**src/rtl/axi_pkg.sv**
```systemverilog
// Shared encodings for the AXI address-channel burst splitter.
// No logic; constants and types only.
// No flow control of its own.
package axi_pkg;

    localparam logic [1:0] BURST_FIXED = 2'd0;
    localparam logic [1:0] BURST_INCR  = 2'd1;
    localparam logic [1:0] BURST_WRAP  = 2'd2;

    // An INCR sub-burst must stay inside one 2^PAGE_BITS byte page.
    localparam int         PAGE_BITS  = 12;
    localparam logic [12:0] PAGE_BYTES = 13'd4096;

    typedef enum logic {
        ST_IDLE = 1'b0,
        ST_BUSY = 1'b1
    } state_t;

endpackage

```
**src/rtl/axi_split_calc.sv**
```systemverilog
// Sizes one INCR sub-burst: min(remaining beats, MAX_BEATS, beats to page end).
// Latency: purely combinational.
// Backpressure: none; the caller decides when to consume the result.
module axi_split_calc
    import axi_pkg::*;
#(
    parameter int AW        = 32,
    parameter int MAX_BEATS = 16
) (
    input  logic [AW-1:0] addr,
    input  logic [8:0]    rem,
    input  logic [2:0]    size,
    output logic [8:0]    chunk,
    output logic [7:0]    s_len,
    output logic          s_last,
    output logic [AW-1:0] next_addr
);

    localparam logic [8:0] MAX_CHUNK = 9'(MAX_BEATS);

    logic [AW-1:0] alig;
    logic [12:0]   tob;
    logic [8:0]    lim;

    always_comb begin
        alig      = addr & ~((AW'(1) << size) - AW'(1));
        // tob is never zero: alig is size-aligned, so the distance is at least one beat.
        tob       = (PAGE_BYTES - {1'b0, alig[PAGE_BITS-1:0]}) >> size;
        lim       = (rem < MAX_CHUNK) ? rem : MAX_CHUNK;
        chunk     = (13'(lim) < tob) ? lim : tob[8:0];
        s_len     = 8'(chunk - 9'd1);
        s_last    = (rem == chunk);
        next_addr = alig + (AW'(chunk) << size);
    end

endmodule

```
**src/rtl/axi_burst_split.sv**
```systemverilog
// Splits AXI4 INCR address commands into sub-bursts bounded by 4 KB pages and MAX_BEATS.
// Latency: accept at edge N -> first sub-burst valid from edge N+1; one sub-burst per s handshake.
// Backpressure: s_* held stable while s_valid & !s_ready; m_ready low for the whole split.
module axi_burst_split
    import axi_pkg::*;
#(
    parameter int AW        = 32,
    parameter int IDW       = 4,
    parameter int MAX_BEATS = 16
) (
    input  logic           clk,
    input  logic           rst_n,
    input  logic [AW-1:0]  m_addr,
    input  logic [7:0]     m_len,
    input  logic [2:0]     m_size,
    input  logic [1:0]     m_burst,
    input  logic [IDW-1:0] m_id,
    input  logic           m_valid,
    output logic           m_ready,
    output logic [AW-1:0]  s_addr,
    output logic [7:0]     s_len,
    output logic [2:0]     s_size,
    output logic [1:0]     s_burst,
    output logic [IDW-1:0] s_id,
    output logic           s_last,
    output logic           s_valid,
    input  logic           s_ready
);

    state_t        state_q, state_d;
    logic          accept, s_hs;
    logic          m_ready_d, s_valid_d, load_first, load_next;
    logic [AW-1:0] nxt_addr_q;
    logic [8:0]    rem_q;

    logic [AW-1:0] calc_addr, calc_next;
    logic [8:0]    calc_rem, calc_chunk;
    logic [2:0]    calc_size;
    logic [7:0]    calc_len;
    logic          calc_last;

    assign accept = m_valid & m_ready;
    assign s_hs   = s_valid & s_ready;

    always_ff @(posedge clk or negedge rst_n) begin
        if (!rst_n) state_q <= ST_IDLE;
        else        state_q <= state_d;
    end

    always_comb begin
        state_d = state_q;
        case (state_q)
            ST_IDLE: if (accept)         state_d = ST_BUSY;
            ST_BUSY: if (s_hs && s_last) state_d = ST_IDLE;
            default:                     state_d = ST_IDLE;
        endcase
    end

    // Handshake outputs are registered copies of the next state, so neither
    // m_ready nor s_valid has a combinational path from any input.
    always_comb begin
        m_ready_d  = (state_d == ST_IDLE);
        s_valid_d  = (state_d == ST_BUSY);
        load_first = (state_q == ST_IDLE) && accept;
        load_next  = (state_q == ST_BUSY) && s_hs && !s_last;
    end

    // In IDLE the calculator sizes the first chunk of the incoming command;
    // in BUSY it sizes the chunk after the one currently presented.
    always_comb begin
        if (state_q == ST_IDLE) begin
            calc_addr = m_addr;
            calc_rem  = {1'b0, m_len} + 9'd1;
            calc_size = m_size;
        end else begin
            calc_addr = nxt_addr_q;
            calc_rem  = rem_q;
            calc_size = s_size;
        end
    end

    axi_split_calc #(
        .AW        (AW),
        .MAX_BEATS (MAX_BEATS)
    ) u_calc (
        .addr      (calc_addr),
        .rem       (calc_rem),
        .size      (calc_size),
        .chunk     (calc_chunk),
        .s_len     (calc_len),
        .s_last    (calc_last),
        .next_addr (calc_next)
    );

    always_ff @(posedge clk or negedge rst_n) begin
        if (!rst_n) begin
            m_ready    <= 1'b0;
            s_valid    <= 1'b0;
            s_addr     <= '0;
            s_len      <= '0;
            s_size     <= '0;
            s_burst    <= '0;
            s_id       <= '0;
            s_last     <= 1'b0;
            nxt_addr_q <= '0;
            rem_q      <= '0;
        end else begin
            m_ready <= m_ready_d;
            s_valid <= s_valid_d;
            if (load_first) begin
                s_addr     <= m_addr;
                s_size     <= m_size;
                s_burst    <= m_burst;
                s_id       <= m_id;
                nxt_addr_q <= calc_next;
                rem_q      <= calc_rem - calc_chunk;
                if (m_burst == BURST_INCR) begin
                    s_len  <= calc_len;
                    s_last <= calc_last;
                end else begin
                    s_len  <= m_len;
                    s_last <= 1'b1;
                end
            end else if (load_next) begin
                s_addr     <= nxt_addr_q;
                s_len      <= calc_len;
                s_last     <= calc_last;
                nxt_addr_q <= calc_next;
                rem_q      <= rem_q - calc_chunk;
            end
        end
    end

endmodule

```
**config.mk**
```make
export PLATFORM = sky130hd
export DESIGN_NAME = axi_burst_split
export DESIGN_NICKNAME = d
export VERILOG_FILES = /design/src/rtl/axi_pkg.sv /design/src/rtl/axi_split_calc.sv /design/src/rtl/axi_burst_split.sv
export SDC_FILE = /design/constraint.sdc
export NUM_CORES = 1
export LEC_CHECK = 0
export CAP_MARGIN = 25
export CORE_ASPECT_RATIO = 0.75
export CORE_MARGIN = 2
export CORE_UTILIZATION = 47
export CTS_BUF_LIST = sky130_fd_sc_hd__clkbuf_8
export CTS_CLUSTER_SIZE = 24
export DETAILED_ROUTE_END_ITERATION = 10
export DONT_BUFFER_PORTS = 1
export PLACE_DENSITY = 0.73
export SYNTH_ARGS = -nofsm -noshare
export SYNTH_HDL_FRONTEND = slang
export SYNTH_HIERARCHICAL = 1
export SYNTH_SLANG_ARGS = --single-unit
```
**constraint.sdc**
```tcl
create_clock -name clk -period 15.3 [get_ports clk]
set_clock_uncertainty 0.05 [all_clocks]
set_input_delay 2.295 -clock clk [delete_from_list [all_inputs] [get_ports clk]]
set_output_delay 2.295 -clock clk [all_outputs]
set_load 0.05 [all_outputs]
```
# Word-level counts from Yosys, hierarchy flattened
# Index checks and enable logic that the tools add are counted.
# W data, S select, Z words.
# totals
register_bits	93
input_bits	53
output_inout_bits	52
wordCells	56
# classes
add_sub_neg	7
order_cmp	2
n_eq_ne	2
shift	3
muxes	20
n_bitwise	6
n_reduce_logical	6
# op_table
op	count
$mux W32	5
$mux W9	5
$add A32 B32 Y32	1
$and A32 B32 Y32	1
$not A32 Y32	1
$shl A1 B3 Y32 const A	1
$shl A9 B3 Y32	1
$sub A32 B1 Y32 const B	1
$mux W8	3
$sub A9 B9 Y9	2
$lt A9 B13 Y1	1
$shr A13 B3 Y13	1
$sub A13 B12 Y13 const A	1
$add A8 B1 Y9 const B	1
$eq A9 B9 Y1	1
$lt A9 B5 Y1 const B	1
$sub A8 B1 Y8 const B	1
$mux W1	5
$logic_and A1 B1 Y1	4
$mux W3	1
$and A1 B1 Y1	2
$eq A2 B1 Y1 const B	1
$not A1 Y1	2
$pmux W1 S2	1
2 further kinds	2

# Depth between registers and ports, before layout
# Gate-level depths: netlist of run 1.
# depth
depth_word	13
depth_mapped	41
depth_no_buf	37

# By module
# The synthesis of run 1 kept the hierarchy.
# by_module_without_submodules
module	n_inst	cells_per_inst	area_each_um2	seq_area_each_um2
axi_burst_split	1	462	4918.5	2327.2
axi_split_calc	1	496	3359.5	0.0

# Worst setup path before layout of run 1
# OpenSTA, ideal clock, no wires.
# synth_timing
path_kind	in2reg
startpoint	input port m_size[0]
endpoint	register nxt_addr_q[31]
setup_ns	0.125
arrival_time_ns	9.205
t_required_ns	15.125
slack_ns	5.920
cell_stages	32
path_buffers	4
cell_sequence	mux2_2 buf_2 inv_2 clkbuf_1 buf_1 nand3_1 ha_1 o211ai_1 nor3_1 or2_1 mux4_2 mux2_2 ha_1 a21o_1 a21o_1 a21oi_1 o21ai_0 a21o_1 o2111ai_4 buf_6 mux4_2 o21ai_1 mux2i_1 ha_1 nand3_1 or2_2 o211ai_1 a31oi_1 o21bai_1 nand4_1 xnor2_1 mux2_2
# synth_via
elab_chain_cells	13
# synth_rtl
element	line	rtl
from (decl)	axi_burst_split.sv:15	input logic [2:0] m_size,
$mux W3 (*)	axi_burst_split.sv:71	if (state_q == ST_IDLE) begin
$shl A1 B3 Y32	axi_split_calc.sv:26	alig = addr & ~((AW'(1) << size) - AW'(1));
$sub A32 B1 Y32	axi_split_calc.sv:26	
$not A32 Y32	axi_split_calc.sv:26	
$and A32 B32 Y32	axi_split_calc.sv:26	
$sub A13 B12 Y13	axi_split_calc.sv:28	tob = (PAGE_BYTES - {1'b0, alig[PAGE_BITS-1:0]}) >> size;
$shr A13 B3 Y13	axi_split_calc.sv:28	
$lt A9 B13 Y1	axi_split_calc.sv:30	chunk = (13'(lim) < tob) ? lim : tob[8:0];
$mux W9	axi_split_calc.sv:30	
$shl A9 B3 Y32	axi_split_calc.sv:33	next_addr = alig + (AW'(chunk) << size);
$add A32 B32 Y32 (*)	axi_split_calc.sv:33	
net calc_next[31]	axi_burst_split.sv:36	logic [AW-1:0] calc_addr, calc_next;
$mux W32	axi_burst_split.sv:124	end else if (load_next) begin
$mux W32 (*)	axi_burst_split.sv:110	if (load_first) begin
to (signal assigned)	axi_burst_split.sv:115	nxt_addr_q <= calc_next;
to (signal assigned)	axi_burst_split.sv:128	nxt_addr_q <= calc_next;
to (decl)	axi_burst_split.sv:33	logic [AW-1:0] nxt_addr_q;
# The timed path passes the listed nets; every way through them passes the cells marked *. The select of a mux whose other input is x is not followed.
# A chain may end at the register's enable or synchronous reset.

# Worst setup path after layout of run 1
# layout_timing
startpoint	input port m_size[0]
endpoint	register nxt_addr_q[31]
# layout_via
elab_chain_cells	13
# layout_rtl
element	line	rtl
$mux W3 (*)	axi_burst_split.sv:71	
$shl A1 B3 Y32	axi_split_calc.sv:26	
$sub A32 B1 Y32	axi_split_calc.sv:26	
$not A32 Y32	axi_split_calc.sv:26	
$and A32 B32 Y32	axi_split_calc.sv:26	
$sub A13 B12 Y13	axi_split_calc.sv:28	
$shr A13 B3 Y13 (*)	axi_split_calc.sv:28	
$lt A9 B13 Y1	axi_split_calc.sv:30	
$mux W9 (*)	axi_split_calc.sv:30	
net calc_chunk[2]	axi_burst_split.sv:37	logic [8:0] calc_rem, calc_chunk;
$shl A9 B3 Y32 (*)	axi_split_calc.sv:33	
$add A32 B32 Y32 (*)	axi_split_calc.sv:33	
net calc_next[31]	axi_burst_split.sv:36	
$mux W32	axi_burst_split.sv:124	
$mux W32 (*)	axi_burst_split.sv:110	
# Marks and branches as above.

==> results of run 1 <==
worst paths after layout:
kind                       cells after the start  slack, ns              to            from
max in group asynchronous                      0      13.49   nxt_addr_q[6]           rst_n
max reg2reg                                   32       5.11  nxt_addr_q[31]         s_valid
max                                           31       4.70  nxt_addr_q[31]       m_size[0]
min                                            1       0.49  nxt_addr_q[12]  nxt_addr_q[12]
min in group asynchronous                      0       1.53        s_len[2]           rst_n
min reg2reg                                    1       0.49  nxt_addr_q[12]  nxt_addr_q[12]
cell usage in the layout, fill, tap and decap left out, types with 7 or more instances in the layout:
cell      synthesis  final
a21oi_1          50     50
nor2_1           54     53
a21o_1           14     14
mux2i_1          53     53
and3_1           11     11
ha_1             36     36
and2_1           10     10
o211ai_1          9      9
nand4_1          14     14
nand3_1          29     29
nor3_1           10     10
o21ai_0          67     67
nand2b_1         10     10
nand2_1         113    113
xnor2_1          44     44
dfrtp_1          93     92
mux2_2           71     71
xor2_1           15     15
clkbuf_8          0      9
nor2b_1           7      7
o21a_1           10     10
conb_1            1      7
inv_1            45     45
stage by stage:
step                      instance area, um^2  hold WS (ns)  util [%]
after floorplan                          8300         0.447         -
after global placement                   8350         0.466      49.0
after detailed placement                 8350         0.473      49.0
after CTS                                8560         0.497      50.2
after global routing                     8560         0.513      50.2
final                                    8560         0.491      50.2
critical path: cells and delay by family:
family                   cells  cell delay (ns)
XOR/XNOR                     1             0.17
multiplexers                 5             2.00
buffers and inverters        3             0.84
adder cells (fa/ha/maj)      3             0.76
AO/OA/AOI/OAI               13             3.52
AND/OR/NAND/NOR              6             1.18
logic make-up after synthesis:
| kind of cell | share of synthesized area (%) |
|---|---|
| buffers and inverters | 5.79 |
| AND/OR/NAND/NOR | 17.3 |
| adder cells (fa/ha/maj) | 5.93 |
| XOR/XNOR | 6.44 |
| AO/OA/AOI/OAI | 19.0 |
| flip-flops | 28.1 |
| multiplexers | 17.4 |
| other | 0.0453 |
metal layers:
layer  track usage [%]  vias to the layer above  share of wire (%)  wire length, um
met5                 0                        -                  0                0
met4              6.08                        0                1.6              350
met3              7.17                       29                 12             2630
met2              32.7                      336                 40             8820
met1              36.5                     3356                 47            10400
li1                  -                     3344                  -                -
state kept, by name, summed over array words and instances, names as in the netlist:
signal	count
nxt_addr_q	32
s_addr	32
rem_q	9
s_len	8
s_id	4
s_size	3
s_burst	2
m_ready	1
s_last	1
s_valid	1
layout make-up:
| cell class | instances | area (um^2) |
|---|---|---|
| clock buffer | 9 | 124 |
| inverter | 49 | 184 |
| fill | 1581 | 8470 |
| sequential | 93 | 2330 |
| tap | 236 | 295 |
| clock inverter | 7 | 86.3 |
| timing repair buffer | 5 | 37.5 |
| multi-input combinational | 760 | 5500 |
==> reports/results.ini, run 1 <==
[clock_network]
ctsRootBufferMaster=clkbuf_8
tritoncts=yes
cts_hold_buf=0
clkLatencyLatePin_ns=0.39
path_clk_slew_ns=0.11
postCtsResizedCells=0
clk_path_buf_depth=2
htree_levels=3
cts_buffers=9
cts_sinks=93
post_cts_buffers=0

[layout]
drive_gt1_share_pct=14.3
diodes=0
finalNetCount=1009
instances_no_fill=1159
area_growth_pct=3.37

[synthesis]
netlist_area_um2=8280
seq_area_frac_synth_pct=28.1
synth_edf_count=0
synth_top_area_share_pct=28.1
yosysTopAreaCell=dfrtp_1
synth_seq_cells=93
avgSynthCellArea_um2=8.64
yosys_warnings=6
synthArstFlopShare_pct=100
synth_flop_cell=dfrtp_1
synth_cell_types=88
synth.top_cells.by_count=nand2_1 (113), dfrtp_1 (93), mux2_2 (71), o21ai_0 (67), nor2_1 (54)
synth.most_common_cell=nand2_1
syn_inst=958
synthTopCellsByArea=dfrtp_1 (28%), mux2_2 (9.7%), mux2i_1 (6.4%)

[global_routing]
grt_usage_pct=24.0
grt-ovfl-total=0
antenna_found_initial=0
grt_pass1_vias=6596
grt_max_degree=94
grt_pass1_wl_um=36000

[place]
place_ws_ns=4.54
dp_cells=1143
gp_congestion=1.00
port_buffers=0
place_hpwl_um=16300

[hold_path]
hold_class=reg -> reg

[route]
drt-pass1-iter-count=6
drt-wirelength-per-cell_um=19.1
ant_nets=0
drt_wl_total_um=22200
drt-initial-drc-count=1054
vias=7065
drcViolationCount=0
viasPerCell=6.10

[setup_path]
critPathSlowestCell=mux4_2
cp.arrival_ns=10.83
cp.required_ns=15.53
startpoint_type=primary input
criticalPathCategory=in -> reg
critical_path.max_stage_delay_ns=0.63
endpoint_kind=flop
crit_top_cell=a21o_1
critPathMaxFanout=37

[timing]
fin_tns_setup_ns=0
worst_slack_ns=4.70
max_freq_ghz=0.0943
layout_min_cycle_time_ns=10.60
worst_slew_pin_slew_ns=0.847
max_slew_margin_pct=43.1
fin_crit_sh_pct=69.3
rsz0062_at_grt=no
setup_viol=0
slew_viol_final=0
hold_violations=0

[floorplan]
coreArea_um2=17000
die_h_um=119
die_area_um2=18700
ioPinCount=105
die_w_um=157
start_util_pct=48.6
rows=41

[run]
cap_viol_max_count=0

[status]
status=completed

Power of run 1 is not shown: default switching activity piles up to over one toggle a cycle in this logic, so the estimate is an artifact.
==> run 2, diff against run 1 <==
clock period = 10.08 ns   (was 15.3 ns; I/O delays follow)
==> reports/results.ini, run 2 (same netlist as run 1, synthesis figures left out) <==
[place]
gp_congestion=0.997
place_hpwl_um=17100
port_buffers=0

[route]
drcViolationCount=0
drt-initial-drc-count=808
viasPerCell=6.07
drt-wirelength-per-cell_um=19.1
drt_wl_total_um=22500
drt-pass1-iter-count=7
vias=7156
ant_nets=0

[clock_network]
cts_sinks=93
post_cts_buffers=0
ctsRootBufferMaster=clkbuf_8
tritoncts=yes
clk_path_buf_depth=2
postCtsResizedCells=0
path_clk_slew_ns=0.10
htree_levels=3
cts_hold_buf=0
cts_buffers=9
clkLatencyLatePin_ns=0.40

[setup_path]
crit_top_cell=a21o_1
startpoint_type=primary input
cp.arrival_ns=9.12
critPathMaxFanout=21
ff2ff_path_depth=28
critical_path.max_stage_delay_ns=0.59
endpoint_kind=flop
criticalPathCategory=in -> reg
critPathSlowestCell=mux4_2
cp.required_ns=10.32

[timing]
max_freq_ghz=0.113
slew_viol_final=0
layout_min_cycle_time_ns=8.88
max_slew_margin_pct=42.7
hold_ws_ns=0.494
fin_crit_sh_pct=88.1
rsz0062_at_grt=no
fin_tns_setup_ns=0
worst_slew_pin_slew_ns=0.853
setup_viol=0
hold_violations=0

[status]
status=completed

[floorplan]
ioPinCount=105
die_w_um=157
start_util_pct=48.6
die_area_um2=18700
coreArea_um2=17000
rows=41
die_h_um=119

[layout]
mostFrequentLayoutCell=nand2_1
diodes=0
mostFrequentLayoutCells=nand2_1 (113), dfrtp_1 (92), mux2_2 (71), o21ai_0 (67)
finalNetCount=1029
drive_gt1_share_pct=16.0
top_regs=nxt_addr_q: 32 flops, s_addr: 32 flops, rem_q: 9 flops
area_growth_pct=5.35
fillers=1620

[hold_path]
hold_class=reg -> reg
min_delay_path_depth=1

[run]
cap_viol_max_count=0

[global_routing]
grt_max_degree=94
grt_pass1_vias=6803
antenna_found_initial=0
grt-ovfl-total=0
grt_pass1_wl_um=36600
grt_usage_pct=24.4

## run 2: cell types whose count changed in the layout (fill, tap and decap cells not counted)
cell and change:
inv_1 +1, bufinv_16 +1, inv_8 -1, inv_6 -1, buf_4 +20
## run 2: layout make-up
type	instances	area (um^2)	share of cell area, %
clock buffers	9	124	1.42
clock inverters	7	100	1.15
inverters	49	184	2.11
repair buffers	25	188	2.15
well taps	236	295	3.39
multi-input cells	760	5500	63.1
flip-flops and latches	93	2330	26.7
## run 2: path summary, 6_finish.rpt
path	start	to	slack [ns]
max reg2reg	s_valid	nxt_addr_q[28]	1.39
max	m_size[2]	nxt_addr_q[28]	1.20
max in group asynchronous	rst_n	nxt_addr_q[13]	9.04
min in group asynchronous	rst_n	rem_q[7]	0.74
min reg2reg	nxt_addr_q[19]	nxt_addr_q[19]	0.49
min	nxt_addr_q[19]	nxt_addr_q[19]	0.49
## run 2: metal layers
metal / wire (um) / track usage [%]
met5: 0 / 0
met4: 287 / 6.48
met3: 2340 / 7.24
met2: 9220 / 33.8
met1: 10700 / 36.6
## run 2: worst max-delay path, delay by kind of cell
| family | cells | cell delay [ns] |
|---|---|---|
| compound gates | 12 | 3.04 |
| mux | 5 | 2.05 |
| simple gates | 8 | 1.43 |
| fa+ha+maj | 3 | 0.83 |
| xor+xnor | 1 | 0.17 |
| buf+inv | 1 | 0.08 |
## run 2: stage by stage
| stage | setup slack [ns] | cells | area, um^2 | utilization, % |
|---|---|---|---|---|
| 6_report | 1.20 | 1179 | 8720 | 51.2 |
| 5_1_grt | 0.609 | 1179 | 8720 | 51.2 |
| 4_1_cts | 1.36 | 1179 | 8720 | 51.2 |
| 3_5_place_dp | 0.946 | 1163 | 8500 | 49.9 |
| 3_3_place_gp | 1.14 | 1163 | 8500 | 49.9 |
| 2_1_floorplan | 1.48 | 964 | 8300 | - |
Power of run 2 is left out for the same reason.
